## src/rtl/chroma_pair_filter_if.sv

```systemverilog
// Video bus for chroma_pair_filter: 4:4:4 pixel/timing input side and the
// delayed Y/chroma-source output side (master = source/bench, slave = filter).
interface chroma_pair_filter_if #(
  parameter int DATA_W   = 8,
  parameter int CHANNELS = 3
);
  localparam int OW = DATA_W + 2;

  logic                       mode;
  logic [CHANNELS*DATA_W-1:0] in_data;
  logic                       in_hsync;
  logic                       in_vsync;
  logic                       in_de;
  logic [CHANNELS*OW-1:0]     y_data;
  logic [CHANNELS*OW-1:0]     c_data;
  logic                       pair_start;
  logic                       hsync_out;
  logic                       vsync_out;
  logic                       de_out;

  modport master (
    output mode, in_data, in_hsync, in_vsync, in_de,
    input  y_data, c_data, pair_start, hsync_out, vsync_out, de_out
  );

  modport slave (
    input  mode, in_data, in_hsync, in_vsync, in_de,
    output y_data, c_data, pair_start, hsync_out, vsync_out, de_out
  );
endinterface

```

## src/rtl/chroma_pair_filter.sv

```systemverilog
// 4:4:4 -> 4:2:2 chroma-source generator (2-tap pair sum / 3-tap [1 2 1]); fixed 3-clk latency,
// no backpressure. Optional line statistics ports enabled by LINE_STATS_EN.
module chroma_pair_filter #(
  parameter int DATA_W   = 8,
  parameter int CHANNELS = 3,
  parameter int LEN_W    = 12
) (
  input  logic                 clk,
  input  logic                 rst_n,
  chroma_pair_filter_if.slave  bus
`ifdef LINE_STATS_EN
  ,
  output logic [LEN_W-1:0]     line_len,
  output logic                 line_odd,
  output logic                 line_stb
`endif
);

  localparam int IW = CHANNELS * DATA_W;
  localparam int OW = DATA_W + 2;
  localparam int BW = CHANNELS * OW;

  typedef struct packed {
    logic [IW-1:0] dat;
    logic          hs;
    logic          vs;
    logic          de;
  } stage_t;

  typedef enum logic [1:0] {IDLE, FIRST, SECOND} phase_t;

  stage_t        s1, s2, s3;
  phase_t        state_q, state_d;
  logic          mode_q;
  logic          enter_first;
  logic [IW-1:0] prev_dat, next_dat;
  logic [BW-1:0] y_d, pair_sum, tap_sum, c_d;
  logic [BW-1:0] y_q, c_q;
  logic          ps_q, hs_q, vs_q, de_q;

  // Missing neighbours at line edges are replaced by the current pixel.
  assign prev_dat = s3.de ? s3.dat : s2.dat;
  assign next_dat = s1.de ? s1.dat : s2.dat;

  for (genvar g = 0; g < CHANNELS; g++) begin : g_ch
    logic [OW-1:0] cur, pv, nx;
    assign cur = {2'b00, s2.dat[g*DATA_W +: DATA_W]};
    assign pv  = {2'b00, prev_dat[g*DATA_W +: DATA_W]};
    assign nx  = {2'b00, next_dat[g*DATA_W +: DATA_W]};
    assign y_d[g*OW +: OW]      = {s2.dat[g*DATA_W +: DATA_W], 2'b00};
    assign pair_sum[g*OW +: OW] = (cur + nx) << 1;
    assign tap_sum[g*OW +: OW]  = pv + (cur << 1) + nx;
  end

  always_comb begin
    state_d = state_q;
    case (state_q)
      IDLE:    if (s2.de) state_d = FIRST;
      FIRST:   state_d = s2.de ? SECOND : IDLE;
      SECOND:  state_d = s2.de ? FIRST  : IDLE;
      default: state_d = IDLE;
    endcase
    enter_first = s2.de && (state_d == FIRST);
  end

  always_comb begin
    c_d = c_q;
    if (mode_q) begin
      if (s2.de) c_d = tap_sum;
    end else if (enter_first) begin
      c_d = pair_sum;
    end
  end

  always_ff @(posedge clk or negedge rst_n) begin
    if (!rst_n) begin
      s1      <= '0;
      s2      <= '0;
      s3      <= '0;
      state_q <= IDLE;
      mode_q  <= 1'b0;
      y_q     <= '0;
      c_q     <= '0;
      ps_q    <= 1'b0;
      hs_q    <= 1'b0;
      vs_q    <= 1'b0;
      de_q    <= 1'b0;
    end else begin
      s1      <= {bus.in_data, bus.in_hsync, bus.in_vsync, bus.in_de};
      s2      <= s1;
      s3      <= s2;
      state_q <= state_d;
      // Mode is latched only between lines so a line never mixes filters.
      if (!s2.de) mode_q <= bus.mode;
      y_q     <= y_d;
      c_q     <= c_d;
      ps_q    <= enter_first;
      hs_q    <= s2.hs;
      vs_q    <= s2.vs;
      de_q    <= s2.de;
    end
  end

  assign bus.y_data     = y_q;
  assign bus.c_data     = c_q;
  assign bus.pair_start = ps_q;
  assign bus.hsync_out  = hs_q;
  assign bus.vsync_out  = vs_q;
  assign bus.de_out     = de_q;

`ifdef LINE_STATS_EN
  logic [LEN_W-1:0] len_cnt;

  always_ff @(posedge clk or negedge rst_n) begin
    if (!rst_n) begin
      len_cnt  <= '0;
      line_len <= '0;
      line_odd <= 1'b0;
      line_stb <= 1'b0;
    end else if (s3.de && !s2.de) begin
      line_len <= len_cnt;
      line_odd <= len_cnt[0];
      line_stb <= 1'b1;
      len_cnt  <= '0;
    end else begin
      line_stb <= 1'b0;
      if (s2.de && (len_cnt != {LEN_W{1'b1}})) len_cnt <= len_cnt + 1'b1;
    end
  end
`endif

endmodule

```

## src/flat_wrapper.sv

```systemverilog
// flat-port wrapper written by rule: the top's interface ports become plain ports
module chroma_pair_filter_flat 
#(
  parameter int DATA_W   = 8,
  parameter int CHANNELS = 3,
  parameter int LEN_W    = 12
)
  (clk, rst_n, bus_mode, bus_in_data, bus_in_hsync, bus_in_vsync, bus_in_de, bus_y_data, bus_c_data, bus_pair_start, bus_hsync_out, bus_vsync_out, bus_de_out);
  chroma_pair_filter_if #(.DATA_W(DATA_W), .CHANNELS(CHANNELS)) bus_i ();
  input  logic clk;
  input  logic rst_n;
  input wire logic [$bits(bus_i.mode)-1:0] bus_mode;
  input wire logic [$bits(bus_i.in_data)-1:0] bus_in_data;
  input wire logic [$bits(bus_i.in_hsync)-1:0] bus_in_hsync;
  input wire logic [$bits(bus_i.in_vsync)-1:0] bus_in_vsync;
  input wire logic [$bits(bus_i.in_de)-1:0] bus_in_de;
  output wire logic [$bits(bus_i.y_data)-1:0] bus_y_data;
  output wire logic [$bits(bus_i.c_data)-1:0] bus_c_data;
  output wire logic [$bits(bus_i.pair_start)-1:0] bus_pair_start;
  output wire logic [$bits(bus_i.hsync_out)-1:0] bus_hsync_out;
  output wire logic [$bits(bus_i.vsync_out)-1:0] bus_vsync_out;
  output wire logic [$bits(bus_i.de_out)-1:0] bus_de_out;
  assign bus_i.mode = bus_mode;
  assign bus_i.in_data = bus_in_data;
  assign bus_i.in_hsync = bus_in_hsync;
  assign bus_i.in_vsync = bus_in_vsync;
  assign bus_i.in_de = bus_in_de;
  assign bus_y_data = bus_i.y_data;
  assign bus_c_data = bus_i.c_data;
  assign bus_pair_start = bus_i.pair_start;
  assign bus_hsync_out = bus_i.hsync_out;
  assign bus_vsync_out = bus_i.vsync_out;
  assign bus_de_out = bus_i.de_out;
  chroma_pair_filter #(.DATA_W(DATA_W), .CHANNELS(CHANNELS), .LEN_W(LEN_W)) u_core (.clk(clk), .rst_n(rst_n), .bus(bus_i));
endmodule
```

## config.mk

```make
export PLATFORM = sky130hd
export DESIGN_NAME = chroma_pair_filter_flat
export DESIGN_NICKNAME = d
export VERILOG_FILES = /design/src/rtl/chroma_pair_filter_if.sv /design/src/rtl/chroma_pair_filter.sv /design/src/flat_wrapper.sv
export SDC_FILE = /design/constraint.sdc
export NUM_CORES = 1
export LEC_CHECK = 0
export ABC_AREA = 1
export CAP_MARGIN = 20
export CORE_MARGIN = 2
export CORE_UTILIZATION = 35
export CTS_CLUSTER_SIZE = 30
export DETAILED_ROUTE_END_ITERATION = 16
export SYNTH_ARGS = -nofsm -noshare
export SYNTH_HDL_FRONTEND = slang
export SYNTH_SLANG_ARGS = --single-unit
```

## constraint.sdc

```tcl
create_clock -name clk -period 4.13 [get_ports clk]
set_input_delay 0.6195 -clock clk [delete_from_list [all_inputs] [get_ports clk]]
set_output_delay 0.6195 -clock clk [all_outputs]
set_load 0.02 [all_outputs]
```

Yosys cells after proc, flatten, opt, wreduce, memory -nomap -nowiden
Cells that the tools add are included.
Word-level totals
  output and inout bits: 64
  input bits: 30
  logic and storage cells: 42
  bits in registers: 115
Cells by class
  add/sub/neg operators: 9
  reductions and logical operators: 4
  multiplexer cells: 9
  equality and inequality tests: 4
Operator list (count)
  $mux 30: 3
  $mux 24: 2
  $add 10x8->10: 3
  $add 8x9->10: 3
  $add 8x8->9: 3
  $pmux 2 s3: 1
  $eq 2x1->1 const B: 2
  $mux 2: 2
  $eq 2x2->1 const B: 1
  $logic_not 2->1: 1
  $ne 2x1->1 const B: 1
  $reduce_and 2->1: 1
  $reduce_bool 2->1: 1
  $logic_and 1x1->1: 1
  $mux 1: 1

Depth between registers and ports, before layout
Gate-level depths: netlist (run 1).
  depth after elaboration: 6
  mapped depth: 16
  mapped depth without buffers: 16

Worst setup path after synthesis (run 1)
OpenSTA, ideal clock, no wires.
  kind: reg2reg
  start point: register u_core.s3[0] (netlist bit)
  end point: register u_core.c_q[4] (netlist: u_core.bus.c_data[4])
  library setup time: 116 ps
  clock period less this slack: 2654 ps
  buffers on the path: 2
  required time: 4014 ps
  slack: 1476 ps
  arrival time: 2537 ps
  cell stages (with the launch flop): 13
  cell sequence: dfrtp_1 > buf_2 > buf_1 > nand2_1 > o21ai_0 > fa_1 > ha_1 > or2_4 > and2_4 > nor2_1 > o21ai_2 > nand2_1 > nand2_1
Between the ends
  longest elaborated chain between the ends: 5
RTL lines
  from (decl): RTL line chroma_pair_filter.sv:32  | stage_t s1, s2, s3;
  from (signal assigned): RTL line chroma_pair_filter.sv:79  | s3 <= '0;
  from (signal assigned): RTL line chroma_pair_filter.sv:91  | s3 <= s2;
  $mux 24: RTL line chroma_pair_filter.sv:42  | assign prev_dat = s3.de ? s3.dat : s2.dat;
  $add 8x9->10: RTL line chroma_pair_filter.sv:52  | assign tap_sum[g*OW +: OW] = pv + (cur << 1) + nx;
  $add 10x8->10: RTL line chroma_pair_filter.sv:52
  $mux 30: RTL line chroma_pair_filter.sv:69  | if (s2.de) c_d = tap_sum;
  $mux 30: RTL line chroma_pair_filter.sv:68  | if (mode_q) begin
  to (signal assigned): RTL line chroma_pair_filter.sv:83  | c_q <= '0;
  to (signal assigned): RTL line chroma_pair_filter.sv:96  | c_q <= c_d;
  to (decl): RTL line chroma_pair_filter.sv:38  | logic [BW-1:0] y_q, c_q;
No other way between the ends. The select of a mux whose other input is x is not followed.
A chain may end at the register's enable or synchronous reset.

Final worst setup path (run 1)
  start point: register u_core.s1[0] (netlist bit)
  end point: register u_core.c_q[17] (netlist: u_core.bus.c_data[17])
Between the ends
  longest elaborated chain between the ends: 4
  elaborated cells on any way between the ends: 6
  those cells by class: add/sub (2); mux (4)
RTL lines
  from (decl): RTL line chroma_pair_filter.sv:32
  from (signal assigned): RTL line chroma_pair_filter.sv:89  | s1 <= {bus.in_data, bus.in_hsync, bus.in_vsync, bus.in_de};
  $mux 24 (*): RTL line chroma_pair_filter.sv:43  | assign next_dat = s1.de ? s1.dat : s2.dat;
  $add 10x8->10 or $add 8x8->9 (tied branches): RTL line chroma_pair_filter.sv:52, chroma_pair_filter.sv:51
  $mux 30 (on tied branches): RTL line chroma_pair_filter.sv:69, chroma_pair_filter.sv:70
  $mux 30 (*): RTL line chroma_pair_filter.sv:68
Mark *: on every way between the ends. The rest lies on a longest branch, timed or not. The select of a mux whose other input is x is not followed.

==> flow_metrics.env, run 1 <==
export IMPL_final_hold_viol_count=0
export IMPL_post_synth_top_count_cell="nand2_1"
export IMPL_cap_violations=0
export IMPL_grt_setup_unrepaired="no"
export IMPL_drc=0
export IMPL_netlist_top_cells_count="nand2_1, dfrtp_1, inv_1"
export IMPL_critPathCapture="u_core.bus.c_data[17]"
export IMPL_synth_top_area_frac=0.4251
export IMPL_vias=5231
export IMPL_cts_resized=0
export IMPL_arrival_ps=3530
export IMPL_coreArea_mm2=0.01871
export IMPL_seq_area_frac_synth=0.4251
export IMPL_status="complete, no violations"
export IMPL_cts_max_path_buffers=2
export IMPL_max_freq_mhz=315.3
export IMPL_clk_pin_slew_ps=50
export IMPL_numCtsBuffers=17
export IMPL_syn_to_final_growth_pct=24.96
export IMPL_rows=50
export IMPL_slew_headroom=0.4644
export IMPL_finalClockSkew_ps=8.187
export IMPL_post_place_ws_ps=734.8
export IMPL_die_area_mm2=0.02013
export IMPL_crit_type="flop to flop"
export IMPL_die_x_um=141.9
export IMPL_stdcell_count=1125
export IMPL_synth_flop_cell="dfrtp_1"
export IMPL_cp_end_kind="flop"
export IMPL_fin_hold_ws_ps=276.2
export IMPL_synth_edff_count=0
export IMPL_post_cts_buffers=0
export IMPL_avgSynthCellArea_um2=8.464
export IMPL_path_cells="buf_8 -> buf_4 -> nand2_1 -> o21ai_0 -> fa_1 -> inv_1 -> ha_1 -> fa_1 -> nand2_1 -> nand2_1 -> nand3b_1 -> nand2_1 -> nand2_1 -> nand3_1 -> nand2_1 -> nand2_1 -> nand2_1"
export IMPL_regToRegStartpoint="u_core.s1[0]"
export IMPL_critPathMaxFanout=18
export IMPL_crit_required_ps=4480
export IMPL_syn_area_mm2=0.006653
export IMPL_worstRegToRegCells=17
export IMPL_ys_warn_count=0
export IMPL_reg2reg_setup_slack_ps=960
export IMPL_drt_iter0_markers=258
export IMPL_crit_slowest_cell="dfrtp_1"
export IMPL_ff_latch_area_mm2=0.002828
export IMPL_drive_gt1_frac=0.05499
export IMPL_drtAntennaViolNets=0
export IMPL_tightest_slew_ps=803.4
export IMPL_slowest_delay_ps=580
export IMPL_hold_buffers=0
export IMPL_gp_congestion=0.8325
export IMPL_nets=986
export IMPL_fin_crit_sh=0.7679
export IMPL_tritoncts="yes"
export IMPL_dp_cells=1092
export IMPL_grtUsageTotal=0.1593
export IMPL_synthTopCellsByArea="dfrtp_1, nand2_1, ha_1"
export IMPL_dp_hpwl_um=11160
export IMPL_async_flop_share=1.000
export IMPL_crit_start="u_core.s1[0]"
export IMPL_portBuffers=87
export IMPL_synth_seq_cells=113
export IMPL_grt_pass1_vias=5092
export IMPL_die_h_um=141.9
export IMPL_viasPerCell=4.650
export IMPL_hp_class="input pin to asynchronous set/reset pin"
export IMPL_routedWlPerCell_um=13.39
export IMPL_start_util=0.3557
export IMPL_start_kind="flop"
export IMPL_clk_latency_ps=420
export IMPL_drt_wl_total_um=15070
export IMPL_fin_setup_tns_ps=0
export IMPL_vdd_drop_max_uv=300.8
export IMPL_slew_violations=0
export IMPL_netlist_top_cell_by_area="dfrtp_1"
export IMPL_grt_max_degree=63
export IMPL_cts_max_level=4
export IMPL_syn_inst=786
export IMPL_grt_overflow=0
export IMPL_antenna_cells=0
export IMPL_min_period_ps=3171
export IMPL_cts_sinks=113
export IMPL_critPathMostFrequentCell="nand2_1"
export IMPL_synthDistinctLibCells=34
export IMPL_p_leak_nw=4.179
export IMPL_antenna_found_initial=0
export IMPL_clock_root_buffer="clkbuf_16"
export IMPL_fill_cells=1798
export IMPL_first_pass_iters=6
export IMPL_multi_input_area_mm2=0.003334
export IMPL_grt_pass1_wl_um=25100
export IMPL_worst_slack_ps=958.6
export IMPL_finalSetupViolations=0
export IMPL_io_pin_count=94
export IMPL_power_density_mw_per_mm2=473.6
export IMPL_worstReg2RegEnd="u_core.bus.c_data[17]"
final cells by class:
type | instances | area share
flip-flops and latches | 113 | 0.3402
multi-input cells | 557 | 0.4011
well taps | 234 | 0.03522
clock buffers | 21 | 0.05539
clock inverters | 11 | 0.01355
inverters | 95 | 0.04290
repair buffers | 94 | 0.1117
routing by layer:
metal  up-vias  global-route usage  routed length, µm  part of all wire
met3        20             0.03982                565             0.037
met5         -                   0                  0                 0
met2        95              0.2496               6909              0.46
met4         0             0.05368                193             0.013
li1       2684                   -                  -                 -
met1      2432              0.2168               7399              0.49
sequential cells by signal, indices dropped and copies added (netlist names):
name and count:
u_core.bus.c_data 30, u_core.bus.hsync_out 1, u_core.bus.vsync_out 1, u_core.bus.y_data 24
u_core.g_ch.cur 24, u_core.mode_q 1, u_core.s1 27, u_core.s2 3
u_core.s3 1, u_core.state_q 1
metrics by stage:
step                  util  instance area, µm²  power, mW
floorplan                -                6671      2.122
global placement    0.4130                7725      2.528
detailed placement  0.4130                7725      2.539
CTS                 0.4436                8298      3.990
global route        0.4444                8313      4.195
finish              0.4444                8313      3.937
logic make-up after synthesis:
group / synth area share
flip-flops: 0.4251
AND/OR/NAND/NOR: 0.2296
multiplexers: 0.004514
adder cells (fa/ha/maj): 0.1772
buffers and inverters: 0.07655
other: 0.0005637
XOR/XNOR: 0.007899
AO/OA/AOI/OAI: 0.07862
how the worst min path moves through the flow:
stage | to | slack, ps | cells after the start
after floorplan | u_core.bus.c_data[0] | 320 | 0
after global placement | u_core.bus.hsync_out | 330 | 0
after detailed placement | u_core.s2[2] | 330 | 0
after CTS | u_core.bus.y_data[3] | 310 | 1
after global routing | u_core.s1[2] | 350 | 1
final | u_core.s1[2] | 280 | 1
cells in the final DEF, fill, tap and decap left out, types with 3 or more instances in the layout:
master,count
nand2_1,257
dfrtp_1,113
nand3b_1,13
conb_1,6
nor2_1,34
inv_1,93
a21oi_1,23
buf_4,7
clkbuf_16,17
o21ai_0,58
a31oi_1,6
fa_1,27
nand2_2,3
nand3_1,48
mux2i_1,3
or2_1,4
ha_1,51
xnor2_1,4
clkinvlp_4,3
clkinv_2,6
clkdlybuf4s50_1,86
where the power goes:
part / internal [mW] / switching (mW) / total [mW]
sequential: 1.23 / 0.0887 / 1.32
combinational: 0.515 / 0.680 / 1.20
clock: 0.911 / 0.514 / 1.42
critical path, delay by kind of cell, from the launching register on:
| family | cells | cell delay [ps] |
|---|---|---|
| adder cells (fa/ha/maj) | 3 | 1120 |
| buffers and inverters | 3 | 490 |
| AO/OA/AOI/OAI | 1 | 140 |
| AND/OR/NAND/NOR | 10 | 780 |
| flip-flops | 1 | 580 |
No activity file was read; power rests on OpenSTA's default activity.
==> inputs of run 2 (changes only) <==
==> constraint.sdc (replaced) <==
create_clock -name clk -period 2.8 [get_ports clk]
set_input_delay 0.42 -clock clk [delete_from_list [all_inputs] [get_ports clk]]
set_output_delay 0.42 -clock clk [all_outputs]
set_load 0.02 [all_outputs]
==> run 2 against run 1 <==
Global-route usage rose by 0.53 points; flip-flop and latch count did not move; count of clock-buffer cells in the layout rose by 1; setup slack got worse by 790 ps; utilization rose by 1.5 points.
==> flow_metrics.env, run 2 (synthesis gave the netlist of run 1 again) <==
export IMPL_finalSetupViolations=0
export IMPL_crit_buf_inv=2
export IMPL_hp_class="flop to flop"
export IMPL_drc=0
export IMPL_most_common_layout_cells="nand2_1, dfrtp_1, inv_1"
export IMPL_antenna_found_initial=0
export IMPL_crit_slowest_cell="fa_1"
export IMPL_worstRegToRegCells=13
export IMPL_fin_hold_ws_ps=345.5
export IMPL_slowest_delay_ps=470
export IMPL_start_util=0.3557
export IMPL_drt_wl_total_um=15450
export IMPL_drt_iter0_markers=203
export IMPL_rows=50
export IMPL_die_area_mm2=0.02013
export IMPL_final_hold_viol_count=0
export IMPL_max_freq_mhz=380.3
export IMPL_final_common_cell="nand2_1"
export IMPL_portBuffers=87
export IMPL_critPathMaxFanout=10
export IMPL_antenna_cells=0
export IMPL_crit_required_ps=3110
export IMPL_critPathMostFrequentCell="nand2_1"
export IMPL_grt_max_degree=48
export IMPL_cts_max_level=4
export IMPL_crit_type="flop to flop"
export IMPL_grt_pass1_vias=5328
export IMPL_grtUsageTotal=0.1646
export IMPL_clock_root_buffer="clkbuf_16"
export IMPL_grt_pass1_wl_um=25940
export IMPL_io_pin_count=94
export IMPL_min_period_ps=2629
export IMPL_cts_max_path_buffers=2
export IMPL_fin_setup_tns_ps=0
export IMPL_p_leak_nw=4.295
export IMPL_slew_violations=0
export IMPL_tightest_slew_ps=568.1
export IMPL_power_density_mw_per_mm2=682.2
export IMPL_largest_register_ff_count=30
export IMPL_routedWlPerCell_um=13.44
export IMPL_cts_sinks=113
export IMPL_cp_top_family="adder cells"
export IMPL_grt_setup_unrepaired="yes"
export IMPL_path_cells="buf_2 -> buf_4 -> o21ai_1 -> fa_1 -> ha_1 -> nand2_1 -> nand2_1 -> a21oi_1 -> nand3_1 -> nand3_1 -> nand2_1 -> nand2_1 -> nand2_1"
export IMPL_vias=5263
export IMPL_coreArea_mm2=0.01871
export IMPL_fin_crit_sh=0.9390
export IMPL_clk_latency_ps=420
export IMPL_viasPerCell=4.581
export IMPL_min_path_cells=0
export IMPL_syn_to_final_growth_pct=29.21
export IMPL_slew_headroom=0.6207
export IMPL_status="complete, no violations"
export IMPL_first_pass_iters=4
export IMPL_start_kind="flop"
export IMPL_finalClockSkew_ps=7.719
export IMPL_clk_pin_slew_ps=60
export IMPL_drtAntennaViolNets=0
export IMPL_drive_gt1_frac=0.09945
export IMPL_die_h_um=141.9
export IMPL_cp_end_kind="flop"
export IMPL_arrival_ps=2940
export IMPL_dp_hpwl_um=11310
export IMPL_dpl_cell_area_mm2=0.007915
export IMPL_die_x_um=141.9
export IMPL_grt_overflow=0
export IMPL_vdd_drop_max_uv=450.2
export IMPL_cap_violations=0
export IMPL_gp_congestion=0.8288
export IMPL_tritoncts="yes"
export IMPL_final_area_mm2=0.008596
export IMPL_path_depth=13
export IMPL_numCtsBuffers=17
export IMPL_nets=1010
[run 2: cell types whose count changed in the layout (fill, tap and decap cells not counted), moves of 3 or more]
cell	before	now
fa_2	0	4
o21ai_2	1	8
buf_12	0	3
buf_4	7	27
fa_1	27	23
o21ai_0	58	39
ha_1	51	46
o21ai_1	2	14
ha_4	0	3
[run 2: routing by layer]
layer / share of wire / wire (µm) / global-route usage / vias up
li1: - / - / - / 2737
met1: 0.48 / 7474 / 0.2209 / 2405
met2: 0.46 / 7061 / 0.2649 / 101
met3: 0.042 / 647 / 0.03577 / 20
met4: 0.017 / 264 / 0.05684 / 0
met5: 0 / 0 / 0 / -
[run 2: area by class of cell]
cell class / count / area, µm²
tap: 234 / 292.8
fill: 1820 / 10110
inverter: 95 / 356.6
clock buffer: 22 / 474.2
clock inverter: 10 / 85.08
sequential: 113 / 2829
timing repair buffer: 118 / 1139
multi-input combinational: 557 / 3420
[run 2: power breakdown]
part | total, mW | internal (mW) | leakage (nW) | switching [mW]
clock | 2.03 | 1.28 | 0.268 | 0.757
combinational | 1.89 | 0.843 | 2.70 | 1.05
sequential | 1.93 | 1.81 | 1.33 | 0.121
[run 2: worst paths after layout]
| path | startpoint | to | slack (ps) |
|---|---|---|---|
| hold reg to reg | u_core.s1[1] | u_core.s2[1] | 350 |
| hold / removal | u_core.s1[1] | u_core.s2[1] | 350 |
| setup reg to reg | u_core.s1[0] | u_core.bus.c_data[18] | 170 |
| setup / recovery | u_core.s1[0] | u_core.bus.c_data[18] | 170 |
| max in group asynchronous | rst_n | u_core.bus.c_data[9] | 1540 |
| min in group asynchronous | rst_n | u_core.s1[2] | 510 |
[run 2: stage by stage]
step | std cells | power, mW | utilization | worst slack, ps
after global routing | 1149 | 6.271 | 0.4595 | -15.92
after global placement | 1114 | 3.792 | 0.4231 | -21.34
after CTS | 1147 | 5.890 | 0.4536 | 35.64
after floorplan | 791 | 3.130 | - | 146.5
final | 1149 | 5.864 | 0.4595 | 170.8
after detailed placement | 1114 | 3.809 | 0.4231 | -66.14
[run 2: repair_timing]
action,4_1_cts,5_1_grt
pin swaps,0,1
gates cloned,0,0
resized for setup,1,37
hold endpoints to repair,38,0
setup buffers,0,2
setup endpoints to repair,4,18
hold buffers,1,0
==> inputs of run 3 (changes only) <==
--- a/config.mk
+++ b/config.mk
@@ -11,6 +11,7 @@
 export CORE_UTILIZATION = 35
 export CTS_CLUSTER_SIZE = 30
 export DETAILED_ROUTE_END_ITERATION = 16
+export SETUP_SLACK_MARGIN = 0.15
 export SYNTH_ARGS = -nofsm -noshare
 export SYNTH_HDL_FRONTEND = slang
 export SYNTH_SLANG_ARGS = --single-unit
==> run 3 against run 2 <==
Die area unchanged; clock power increased by 3%; count of clock-buffer cells in the layout decreased by 1; clock skew increased by 1.4 ps; critical path depth increased by 3; first-iteration DRC count increased by 38%; via count increased by 2.9%; sequential share of layout area decreased by 1.4 points; register-to-register slack about the same; final cell count increased by 1.0%.
==> flow_metrics.env, run 3 (synthesis gave the netlist of run 1 again) <==
export IMPL_status="complete, no violations"
export IMPL_grt_overflow=0
export IMPL_portBuffers=87
export IMPL_drive_gt1_frac=0.1586
export IMPL_grt_use_met3=0.03611
export IMPL_arrival_ps=2980
export IMPL_grt_max_degree=45
export IMPL_coreArea_mm2=0.01871
export IMPL_syn_to_final_growth_pct=34.85
export IMPL_hp_class="input pin to asynchronous set/reset pin"
export IMPL_cap_violations=0
export IMPL_cts_max_path_buffers=2
export IMPL_grtUsageTotal=0.1624
export IMPL_post_place_ws_ps=-50.20
export IMPL_numCtsBuffers=17
export IMPL_antenna_cells=0
export IMPL_grt_met2_usage=0.2588
export IMPL_fin_crit_sh=0.9398
export IMPL_nets=1023
export IMPL_io_pin_count=94
export IMPL_fin_setup_tns_ps=0
export IMPL_slowest_delay_ps=440
export IMPL_drt_wl_total_um=16330
export IMPL_final_hold_viol_count=0
export IMPL_critPathMostFrequentCell="nand2_1"
export IMPL_power_density_mw_per_mm2=681.3
export IMPL_fin_util=0.4796
export IMPL_viasPerCell=4.662
export IMPL_start_kind="flop"
export IMPL_grt_most_used_layer="met2"
export IMPL_rows=50
export IMPL_crit_type="flop to flop"
export IMPL_grt_setup_unrepaired="yes"
export IMPL_finalPower_mw=6.112
export IMPL_first_pass_iters=4
export IMPL_die_x_um=141.9
export IMPL_slew_violations=0
export IMPL_antenna_found_initial=0
export IMPL_die_h_um=141.9
export IMPL_finalSetupViolations=0
export IMPL_start_util=0.3557
export IMPL_tritoncts="yes"
export IMPL_dp_hpwl_um=11500
export IMPL_gp_congestion=0.8224
export IMPL_vdd_drop_max_uv=442.9
export IMPL_path_cells="buf_6 -> nand2_2 -> o21ai_2 -> buf_4 -> fa_1 -> inv_1 -> ha_2 -> inv_2 -> fa_2 -> nor2_2 -> nor2_1 -> xnor2_1 -> nand2_1 -> o21ai_1 -> nand2_1 -> nand2_1"
export IMPL_use_met1=0.2203
export IMPL_worst_slack_ps=168.6
export IMPL_most_common_layout_cells="nand2_1, dfrtp_1, inv_1"
export IMPL_tightest_slew_ps=594.9
export IMPL_grt_pass1_wl_um=25670
export IMPL_fin_hold_ws_ps=9.860
export IMPL_cp_end_kind="flop"
export IMPL_die_area_mm2=0.02013
export IMPL_max_freq_mhz=380.0
export IMPL_crit_slowest_cell="fa_1"
export IMPL_hold_buffers=0
export IMPL_drtAntennaViolNets=0
export IMPL_slew_headroom=0.6034
export IMPL_min_period_ps=2631
export IMPL_crit_required_ps=3150
export IMPL_largest_register_ff_count=30
export IMPL_clk_latency_ps=410
export IMPL_routedWlPerCell_um=14.06
export IMPL_final_common_cell="nand2_1"
export IMPL_cp_top_family="adder cells"
export IMPL_clk_pin_slew_ps=50
export IMPL_finalClockSkew_ps=9.116
export IMPL_p_leak_nw=4.407
export IMPL_vias=5413
export IMPL_drt_iter0_markers=280
export IMPL_critPathMaxFanout=5
export IMPL_cts_max_level=4
export IMPL_crit_buf_inv=4
export IMPL_grt_pass1_vias=5148
export IMPL_clock_root_buffer="clkbuf_16"
export IMPL_cts_sinks=113
export IMPL_drc=0
## run 3: final timing paths
check	end	slack, ps	cells after the start	from
worst max register to register	u_core.bus.c_data[25]	170	16	u_core.s1[0]
worst min-delay path	u_core.s1[4]	10	1	rst_n
min in group clk	u_core.s2[1]	350	0	u_core.s1[1]
worst min register to register	u_core.s2[1]	350	0	u_core.s1[1]
max in group asynchronous	u_core.bus.c_data[12]	2110	2	rst_n
worst max-delay path	u_core.bus.c_data[25]	170	16	u_core.s1[0]
## run 3: worst register-to-register path, cell delays in order (launching register included)
cell     delay (ps)
dfrtp_2         410
buf_6           140
nand2_2          60
o21ai_2          50
buf_4           130
fa_1            440
inv_1            90
ha_2            210
inv_2            50
fa_2            420
nor2_2           90
nor2_1           50
xnor2_1         140
nand2_1          60
o21ai_1         100
nand2_1          70
nand2_1          60
## run 3: repair_timing
| action | CTS | global route |
|---|---|---|
| cloned | 0 | 2 |
| gates resized for setup | 13 | 82 |
| pin swaps | 0 | 26 |
| setup buffers | 3 | 8 |
| endpoints found under the setup margin | 21 | 21 |
## run 3: stage by stage
step	instances	cell area, µm²
after floorplan	791	6673
after global placement	1117	7938
after detailed placement	1117	7938
after CTS	1151	8536
after global routing	1161	8971
final	1161	8971
## run 3: layout make-up
type                       instances  area [µm²]
multi-input combinational        557        3626
clock inverter                    10       111.4
clock buffer                      21       460.4
inverter                          95       356.6
sequential                       113        2830
timing repair buffer             131        1294
fill                            1759        9734
tap                              234       292.8
## run 3: power by group
group	internal [mW]	switching (mW)	leakage [nW]
clock	1.34	0.755	0.275
sequential	1.81	0.126	1.33
combinational	0.952	1.12	2.80
total	4.11	2.00	4.41
## run 3: routing by layer
| metal | up-vias | routed length (µm) |
|---|---|---|
| met5 | - | 0 |
| met4 | 0 | 225 |
| met3 | 16 | 643 |
| met2 | 98 | 7683 |
| met1 | 2538 | 7773 |
| li1 | 2761 | - |
